## config.mk

```make
export PLATFORM = sky130hd
export DESIGN_NAME = mult_ctrl_fsm
export DESIGN_NICKNAME = d
export VERILOG_FILES = /design/src/rtl/mult_ctrl_pkg.sv /design/src/rtl/btn_edge.sv /design/src/rtl/mult_ctrl_fsm.sv
export SDC_FILE = /design/constraint.sdc
export NUM_CORES = 1
export LEC_CHECK = 0
export BUFFER_PORTS_ARGS = -buffer_cell sky130_fd_sc_hd__buf_2
export CAP_MARGIN = 20
export CORE_AREA = 5 5 42 44
export CTS_BUF_LIST = sky130_fd_sc_hd__clkbuf_16
export CTS_CLUSTER_DIAMETER = 150
export DETAILED_ROUTE_END_ITERATION = 10
export DIE_AREA = 0 0 47 49
export GPL_TIMING_DRIVEN = 0
export PLACE_DENSITY_LB_ADDON = 0.05
export SYNTH_ARGS = -nofsm -noshare
export SYNTH_HDL_FRONTEND = slang
export SYNTH_HIERARCHICAL = 1
export SYNTH_SLANG_ARGS = --single-unit
```

## constraint.sdc

```tcl
create_clock -name clk -period 1.7 [get_ports clk]
set_input_delay 0.34 -clock clk [delete_from_list [all_inputs] [get_ports clk]]
set_output_delay 0.34 -clock clk [all_outputs]
set_load 0.05 [all_outputs]
```

## src/rtl/mult_ctrl_pkg.sv

```systemverilog
// mult_ctrl_pkg: state type and default sizing shared by the multiplier controller
package mult_ctrl_pkg;
   localparam int DEF_WIDTH  = 8;
   localparam int DEF_DIGITS = 4;
   typedef enum logic [1:0] {IDLE, LOAD, RUN, DONE} state_t;
endpackage

```

## src/rtl/btn_edge.sv

```systemverilog
// btn_edge: rising-edge detector for a debounced button level
//   clk, rst_n (async, active-low); btn level in; rise is high for the first cycle btn is high.
//   History resets to 1 so a button held through reset never fires.
module btn_edge (
   input  logic clk,
   input  logic rst_n,
   input  logic btn,
   output logic rise
);
   logic prev;
   always_ff @(posedge clk or negedge rst_n)
      if (!rst_n) prev <= 1'b1;
      else        prev <= btn;
   assign rise = btn & ~prev;
endmodule

```

## src/rtl/mult_ctrl_fsm.sv

```systemverilog
// mult_ctrl_fsm: control FSM for a shift-add multiplier plus display window select
//   clk, rst_n (async, active-low); btn_l/btn_r/btn_c debounced button levels;
//   z_flag (multiplier == 0), b0 (multiplier LSB); load/add_en/shift_en datapath strobes;
//   busy (LOAD/RUN), done (DONE); sel display window; iter completed iterations.
//   Define SEL_WRAP_EN to make sel wrap around instead of saturating.
module mult_ctrl_fsm
   import mult_ctrl_pkg::*;
#(
   parameter int WIDTH  = DEF_WIDTH,
   parameter int DIGITS = DEF_DIGITS
) (
   input  logic                       clk,
   input  logic                       rst_n,
   input  logic                       btn_l,
   input  logic                       btn_r,
   input  logic                       btn_c,
   input  logic                       z_flag,
   input  logic                       b0,
   output logic                       load,
   output logic                       add_en,
   output logic                       shift_en,
   output logic                       busy,
   output logic                       done,
   output logic [$clog2(DIGITS)-1:0]  sel,
   output logic [$clog2(WIDTH+1)-1:0] iter
);
   localparam int SW = $clog2(DIGITS);
   localparam int IW = $clog2(WIDTH + 1);
   localparam logic [SW-1:0] SEL_MAX  = SW'(DIGITS - 1);
   localparam logic [IW-1:0] ITER_MAX = IW'(WIDTH);
   state_t        state, state_nxt;
   logic [IW-1:0] iter_nxt;
   logic [SW-1:0] sel_nxt;
   logic          l_edge, r_edge, c_edge, inc, dec;
   btn_edge u_l (.clk(clk), .rst_n(rst_n), .btn(btn_l), .rise(l_edge));
   btn_edge u_r (.clk(clk), .rst_n(rst_n), .btn(btn_r), .rise(r_edge));
   btn_edge u_c (.clk(clk), .rst_n(rst_n), .btn(btn_c), .rise(c_edge));
   always_ff @(posedge clk or negedge rst_n)
      if (!rst_n) begin
         state <= IDLE;
         iter  <= '0;
         sel   <= '0;
      end else begin
         state <= state_nxt;
         iter  <= iter_nxt;
         sel   <= sel_nxt;
      end
   // The last shifting iteration goes straight to DONE so the full run fits in WIDTH+2 cycles.
   always_comb begin
      state_nxt = state;
      iter_nxt  = iter;
      load      = 1'b0;
      add_en    = 1'b0;
      shift_en  = 1'b0;
      busy      = state == LOAD || state == RUN;
      done      = state == DONE;
      if (state == LOAD) begin
         load      = 1'b1;
         state_nxt = RUN;
      end
      if (state == RUN) begin
         if (z_flag) state_nxt = DONE;
         else begin
            add_en    = b0;
            shift_en  = 1'b1;
            iter_nxt  = iter + 1'b1;
            state_nxt = iter_nxt == ITER_MAX ? DONE : RUN;
         end
      end
      if (c_edge) begin
         state_nxt = LOAD;
         iter_nxt  = '0;
      end
   end
   // Simultaneous left and right edges cancel; a centre edge overrides both.
   always_comb begin
      inc = l_edge & ~r_edge;
      dec = r_edge & ~l_edge;
`ifdef SEL_WRAP_EN
      sel_nxt = inc ? (sel == SEL_MAX ? '0 : sel + 1'b1) :
                dec ? (sel == '0 ? SEL_MAX : sel - 1'b1) : sel;
`else
      sel_nxt = inc && sel != SEL_MAX ? sel + 1'b1 :
                dec && sel != '0      ? sel - 1'b1 : sel;
`endif
      if (c_edge) sel_nxt = '0;
   end
endmodule
```

# --- Word-level counts from Yosys, hierarchy flattened ---
# Index checks and enable logic that the tools add are counted.
word_totals:
  regBits: 11
  latch_bits: 0
  ramBits: 0
  romBits: 0
  input_bits: 7
  output_inout_bits: 11
  wordCells: 49
  mem_count: 0
op_classes:
  addsub: 3
  n_mul: 0
  n_div: 0
  order_cmp: 0
  eq_ne: 6
  shift: 0
  muxes: 16
  bitwise: 10
  n_reduce_logical: 8
ops:
  columns: ["op", "n"]
  rows:
  - ["$mux W2", 6]
  - ["$mux W4", 3]
  - ["$mux W1", 7]
  - ["$reduce_bool A3 Y1", 2]
  - ["$and A1 B1 Y1", 5]
  - ["$not A1 Y1", 5]
  - ["$add A4 B1 Y4 const B", 1]
  - ["$eq A2 B2 Y1 const B", 2]
  - ["$eq A4 B4 Y1 const B", 1]
  - ["$reduce_bool A2 Y1", 2]
  - ["$add A2 B1 Y2 const B", 1]
  - ["$eq A2 B1 Y1 const B", 1]
  - ["$logic_and A1 B1 Y1", 2]
  - ["$ne A2 B1 Y1 const B", 1]
  - ["$ne A2 B2 Y1 const B", 1]
  - ["$reduce_and A2 Y1", 1]
  - ["$sub A2 B1 Y2 const B", 1]
  - ["$logic_or A1 B1 Y1", 1]

# --- Depth between registers and ports, before layout ---
# Gate-level depths: netlist (run 1).
depth:
  word_depth: 8
  ltp_mapped: 6
  mapped_depth_nobuf: 5

# --- Hierarchy ---
# The synthesis (run 1) kept the hierarchy.
by_module_without_submodules:
  columns: ["module", "n_inst", "cells_per_inst", "area_each_um2", "seq_area_each_um2"]
  rows:
  - ["mult_ctrl_fsm", 1, 50, 495.5, 200.2]
  - ["btn_edge", 3, 2, 40.0, 26.3]

# --- Worst setup path after synthesis (run 1) ---
# Ideal clock, no wire load.
synth_timing:
  path_kind: "register to output"
  startpoint: "register state[0]"
  endpoint: "output add_en"
  t_arrival_ns: 1.387
  required_time_ns: 1.360
  slack_ns: -0.027
  stages_incl_launch_ff: 6
  path_buffers: 1
  path_cell_list: "dfrtp_1 inv_1 ha_1 and2b_1 buf_6 and2_1"
synth_between:
  elab_chain_len: 2
synth_rtl:
  columns: ["element", "line_no", "text"]
  rows:
  - ["start: declaration", "mult_ctrl_fsm.sv:31", "state_t state, state_nxt;"]
  - ["start signal: assignment", "mult_ctrl_fsm.sv:44", "state <= state_nxt;"]
  - ["$eq A2 B2 Y1", "mult_ctrl_fsm.sv:61", "if (state == RUN) begin"]
  - ["$mux W1", "mult_ctrl_fsm.sv:61", null]
  - ["end: declaration", "mult_ctrl_fsm.sv:20", "output logic add_en,"]
# No other way between the ends.

# --- Worst setup path after layout (run 1) ---
# Ends and elaborated chain as after synthesis.

==> results.sh, run 1 <==
export IMPL_die_area_mm2=0.002303
export IMPL_setup_viol=0
export IMPL_cts_sinks=11
export IMPL_synthesis_area_um2=615.6
export IMPL_core_mm2=0.001401
export IMPL_finalHoldViolations=0
export IMPL_peakVddDrop_mv=1.119
export IMPL_die_x_um=47
export IMPL_io_pins=18
export IMPL_critical_path_class="flop to output pin"
export IMPL_final_util_pct=61.88
export IMPL_seq_area_frac_synth_pct=45.33
export IMPL_synth_top_cell_area_share_pct=32.52
export IMPL_via_per_inst=4.830
export IMPL_start_kind="flop"
export IMPL_wl_mm=1.177
export IMPL_cp_required_ps=1360
export IMPL_hpwl_um=813.3
export IMPL_worstMarginPinSlew_ps=428.0
export IMPL_clock_latency_ps=240
export IMPL_maxCapViolations=0
export IMPL_drc_errors=0
export IMPL_hold_class="input port to flop"
export IMPL_cts_tree="built"
export IMPL_synth_nets=67
export IMPL_cts_made_buffers=3
export IMPL_ys_ff_latch=11
export IMPL_layout_drive_gt1_share_pct=45.24
export IMPL_clockBufferDepth=2
export IMPL_wl_per_cell_um=11.77
export IMPL_p_per_area_mw_per_mm2=1725
export IMPL_synth_edff_count=0
export IMPL_cp_max_fo=4
export IMPL_path_clk_slew_ps=40
export IMPL_worstHoldPathCells=1
export IMPL_gp_congestion=0.7470
export IMPL_layout_commonest_cell="buf_2"
export IMPL_grt_setup_unrepaired="yes"
export IMPL_grt_util_all_layers_pct=12.18
export IMPL_yosysTopAreaCell="dfrtp_1"
export IMPL_min_period_ps=1648
export IMPL_yosys_top_cells_area="dfrtp_1, dfstp_2, ha_1, nor2b_4, mux2i_1"
export IMPL_clk_root_buffer_cell="clkbuf_16"
export IMPL_io_buffers=17
export IMPL_yosys_warnings=6
export IMPL_fin_crit_sh_pct=96.96
export IMPL_async_reset_ff_share_pct=100.0
export IMPL_dieHeight_um=49
export IMPL_grt_max_degree=12
export IMPL_diodes=0
export IMPL_yosysUniqueCellTypes=25
export IMPL_placed_area_um2=721.9
export IMPL_grt_first_pass_wirelength_mm=1.952
export IMPL_initial_utilization_pct=43.93
export IMPL_end_kind="output pin"
export IMPL_vias=483
export IMPL_slew_violations=0
export IMPL_detail_route_antenna_nets=0
export IMPL_power_static_leakage_nw=0.4565
export IMPL_antenna_found_initial=0
export IMPL_slew_headroom_pct=71.47
export IMPL_fin_nets=96
export IMPL_final_cell_mix="buf_2, dfrtp_1, buf_4"
export IMPL_status="finished clean"
export IMPL_r2r_cells=6
export IMPL_final_design_area_no_fill_um2=867.1
export IMPL_gr_total_overflow=0
export IMPL_drtPass1Iterations=2
export IMPL_max_freq_mhz=606.7
export IMPL_area_delta_synth_final_pct=40.85
export IMPL_fin_skew_ps=0.5071
export IMPL_h_tree_depth=1
export IMPL_synth_main_ff_cell="dfrtp_1"
export IMPL_drt_iter0_markers=5
export IMPL_syn_inst=56
export IMPL_cp_data_arrival_time_ps=1310
export IMPL_rows=14
export IMPL_grt_pass1_vias=423
export IMPL_syn_area_per_cell_um2=10.99
==> sequential cells by signal, indices dropped and copies added (netlist names) <==
signal    flops
iter          4
sel           2
state         2
u_c/prev      1
u_l/prev      1
u_r/prev      1
==> cell usage after synthesis, drive strengths merged, types with 2 or more instances <==
| library cell | count |
|---|---|
| a21oi | 2 |
| and2 | 2 |
| dfrtp | 8 |
| dfstp | 3 |
| ha | 4 |
| inv | 5 |
| mux2i | 2 |
| nor2 | 5 |
| nor2b | 6 |
| nor3 | 2 |
| o21ai | 3 |
| xnor2 | 2 |
==> worst paths after layout <==
path / endpoint / startpoint / slack, ps
worst max-delay path: add_en / state[0] / 50
worst min-delay path: u_c/prev / btn_c / 210
worst max register to register: iter[3] / state[0] / 270
worst min register to register: sel[0] / sel[1] / 570
max in group asynchronous: u_l/prev / rst_n / 940
min in group asynchronous: sel[0] / rst_n / 500
==> kinds of logic (layout without fill, tap and decap cells) <==
| family | count (synthesis) | count (layout) | synth area share [%] |
|---|---|---|---|
| compound gates | 8 | 8 | 7.521 |
| xor+xnor | 3 | 3 | 4.269 |
| fa+ha+maj | 4 | 4 | 8.130 |
| buf+inv | 7 | 35 | 5.487 |
| flops | 11 | 11 | 45.33 |
| mux | 3 | 3 | 5.690 |
| simple gates | 20 | 20 | 23.58 |
==> through the flow <==
step           instances  TNS [ps]  power [mW]  hold WS [ps]  setup WS (ps)
5_1_grt              100    -7.396       1.589         210.5         -7.396
3_3_place_gp          89         0      0.9889         222.7          7.370
3_5_place_dp          89    -6.139      0.9968         219.5         -6.139
2_1_floorplan         56         0      0.8739         44.41          98.99
4_1_cts               98         0       1.490         210.5          15.28
6_report             100         0       1.496         213.8          51.68
==> area by class of cell <==
type | count | area (um^2)
Fill cell | 128 | 534.3
Multi-Input combinational cell | 38 | 309.0
Sequential cell | 11 | 279.0
Timing Repair Buffer | 25 | 157.7
Clock buffer | 3 | 75.07
Tap cell | 16 | 20.02
Inverter | 5 | 18.77
Clock inverter | 1 | 3.754
Buffer | 1 | 3.754
==> metal layers <==
metal	vias to the layer above	global-route usage [%]	share of wire (%)
met2	17	17.42	45
met4	0	5.530	2.1
met5	-	0	0
met1	222	15.03	43
met3	4	5.904	9.4
li1	240	-	-
==> worst max-delay path, cell delays in order (launching register included) <==
cell,delay (ps)
dfrtp_1,340
inv_1,50
ha_2,180
and2b_2,220
and2_4,140
buf_8,140
==> power by group <==
group / internal [mW] / leakage (nW) / switching (mW)
clock: 0.308 / 0.0423 / 0.109
combinational: 0.240 / 0.279 / 0.463
sequential: 0.319 / 0.135 / 0.0571
==> what timing repair did <==
action,in CTS,in global routing
hold buffers,1,0
pin swaps,0,1
resized for setup,6,0
endpoints found under the setup margin,2,2
endpoints found under the hold margin,8,0
buffers inserted,5,2
No activity file was read; power rests on OpenSTA's default activity.
==> run 2: changes to the inputs <==
--- a/config.mk
+++ b/config.mk
@@ -16,5 +16,4 @@
 export PLACE_DENSITY_LB_ADDON = 0.05
 export SYNTH_ARGS = -nofsm -noshare
 export SYNTH_HDL_FRONTEND = slang
-export SYNTH_HIERARCHICAL = 1
 export SYNTH_SLANG_ARGS = --single-unit
==> run 2 against run 1 <==
  * Clock skew about the same
  * Non-clock buffer count up 1
  * Core utilization fell by 0.36 points
  * Wire length grew 3.1%
  * First-iteration DRC count grew 40%
  * Die area is the same
  * Hold slack worse by 5.3 ps
  * Critical path depth is 1 higher
  * Via count grew 4.3%
  * Clock power grew 3%
  * Largest cell class unchanged
  * Highest routed layer unchanged
==> results.sh, run 2 <==
export IMPL_synth_common_cells="dfrtp_1, ha_1, inv_1, nand2_1, nor2_1"
export IMPL_seq_area_frac_synth_pct=48.37
export IMPL_top_regs="iter (4), sel (2), state (2)"
export IMPL_clockBufferDepth=2
export IMPL_grt_util_all_layers_pct=11.45
export IMPL_min_period_ps=1626
export IMPL_fin_skew_ps=0.8638
export IMPL_finalHoldViolations=0
export IMPL_via_per_inst=4.893
export IMPL_p_per_area_mw_per_mm2=1855
export IMPL_drt_iter0_markers=7
export IMPL_p_total_mw=1.599
export IMPL_initial_utilization_pct=41.16
export IMPL_grt_first_pass_wirelength_mm=1.918
export IMPL_grt_setup_unrepaired="no"
export IMPL_path_cells="inv_2, ha_4, nand2b_4, clkinvlp_4, and2_4, buf_6"
export IMPL_yosysUniqueCellTypes=25
export IMPL_yosys_top_cells_area="dfrtp_1, dfstp_2, ha_1, nand2b_1, nor2b_1"
export IMPL_yosysMostFrequentCell="dfrtp_1"
export IMPL_synth_edff_count=0
export IMPL_drc_errors=0
export IMPL_cts_sinks=11
export IMPL_setup_viol=0
export IMPL_synth_top_cell_area_share_pct=34.71
export IMPL_status="finished clean"
export IMPL_peakVddDrop_mv=0.7308
export IMPL_wl_per_cell_um=11.79
export IMPL_path_clk_slew_ps=40
export IMPL_diodes=0
export IMPL_rrSetupSlack_ps=320
export IMPL_synthesis_area_um2=576.8
export IMPL_cp_data_arrival_time_ps=1290
export IMPL_clk_root_buffer_cell="clkbuf_16"
export IMPL_synth_main_ff_cell="dfrtp_1"
export IMPL_cts_tree="built"
export IMPL_h_tree_depth=1
export IMPL_startpoint="state[0]"
export IMPL_worstMarginPinSlew_ps=369.9
export IMPL_gp_congestion=0.7021
export IMPL_ys_ff_latch=11
export IMPL_core_mm2=0.001401
export IMPL_syn_area_per_cell_um2=10.12
export IMPL_io_pins=18
export IMPL_synth_nets=68
export IMPL_largest_register="iter"
export IMPL_start_kind="flop"
export IMPL_drtPass1Iterations=4
export IMPL_grt_pass1_vias=462
export IMPL_hold_slack_ps=208.6
export IMPL_maxCapViolations=0
export IMPL_wl_mm=1.214
export IMPL_layout_drive_gt1_share_pct=43.68
export IMPL_die_area_mm2=0.002303
export IMPL_endpoint="add_en"
export IMPL_largest_reg_flops=4
export IMPL_worst_path_max_delay_cell="dfrtp_1"
export IMPL_clock_latency_ps=240
export IMPL_end_kind="output pin"
export IMPL_grt_max_degree=12
export IMPL_io_buffers=17
export IMPL_hpwl_um=840.6
export IMPL_dieHeight_um=49
export IMPL_final_util_pct=61.52
export IMPL_async_reset_ff_share_pct=100.0
export IMPL_area_delta_synth_final_pct=49.46
export IMPL_slew_violations=0
export IMPL_hold_class="input port to flop"
export IMPL_rows=14
export IMPL_final_cell_mix="buf_2, dfrtp_1, buf_4"
export IMPL_timing_rr_start="state[0]"
export IMPL_max_freq_mhz=614.8
export IMPL_yosys_warnings=0
export IMPL_cp_max_fo=3
export IMPL_crit_path_max_incr_delay_ps=370
export IMPL_antenna_found_initial=0
export IMPL_vias=504
export IMPL_power_static_leakage_nw=0.4372
export IMPL_die_x_um=47
export IMPL_r2r_cells=6
export IMPL_r2r_end="iter[3]"
export IMPL_syn_inst=57
export IMPL_yosysTopAreaCell="dfrtp_1"
export IMPL_hp_start="btn_l"
export IMPL_fin_setup_tns_ps=0
export IMPL_fin_nets=99
export IMPL_gr_total_overflow=0
export IMPL_cp_required_ps=1360
export IMPL_fin_crit_sh_pct=95.67
export IMPL_critical_path_class="flop to output pin"
export IMPL_slew_headroom_pct=75.29
export IMPL_cts_made_buffers=3
export IMPL_layout_commonest_cell="buf_2"
export IMPL_detail_route_antenna_nets=0
-- run 2: changes by cell type after synthesis, moves of 2 or more --
cell	delta
a211oi_1	+2
nand2_1	+4
nand2b_1	+3
mux2i_1	-2
nor2b_4	-3
-- run 2: worst max-delay path: cells and delay by family (launching register included) --
kind,cells,cell delay [ps]
adders and majority gates,1,170
buffers and inverters,3,290
DFF,1,370
and+or+nand+nor,2,230
-- run 2: where the power goes --
| part | internal (mW) | leakage, nW | switching, mW |
|---|---|---|---|
| Clock | 0.311 | 0.0409 | 0.117 |
| Combinational | 0.278 | 0.261 | 0.511 |
| Sequential | 0.323 | 0.135 | 0.0587 |
| Total | 0.912 | 0.437 | 0.687 |
-- run 2: final cells by class --
cell class,count,area (um^2)
repair buffers,26,161.4
inverters,4,18.77
plain buffers,1,5.005
clock inverters,1,5.005
multi-input cells,41,297.8
flip-flops and latches,11,279.0
fillers,126,539.3
clock buffers,3,75.07
well taps,16,20.02
-- run 2: worst min path at each step --
stage	to	cells past startpoint	slack, ps
global placement	state[0]	1	230
floorplan	iter[0]	0	40
finish	u_l.prev	1	210
detailed placement	state[0]	1	230
CTS	u_l.prev	1	210
global route	u_l.prev	1	210
-- run 2: repair_timing --
item	CTS	global route
cloned	0	0
setup buffers	3	5
resized for setup	5	1
setup endpoints to repair	2	2
hold buffers	1	0
endpoints found under the hold margin	8	0
-- run 2: stage by stage --
stage	worst slack, ps	instances	cell area (um^2)
floorplan	12.57	57	583.1
finish	73.53	103	862.1
global placement	39.69	90	688.2
detailed placement	26.05	90	688.2
global route	4.645	103	862.1
CTS	28.36	98	824.5
-- run 2: cell families after synthesis --
logic type,Yosys count,share of synthesized area [%]
AO/OA/AOI/OAI,10,11.50
XOR/XNOR,3,4.556
adder cells (fa/ha/maj),4,8.677
buffers and inverters,5,3.469
flip-flops,11,48.37
AND/OR/NAND/NOR,24,23.43
-- run 2: per-layer routing --
layer | GRT usage (%) | up-vias | share of wire (%)
met4 | 3.226 | 0 | 0.66
met2 | 19.00 | 16 | 49
met3 | 5.904 | 2 | 9.1
met5 | 0 | - | 0
met1 | 12.24 | 231 | 41
li1 | - | 255 | -
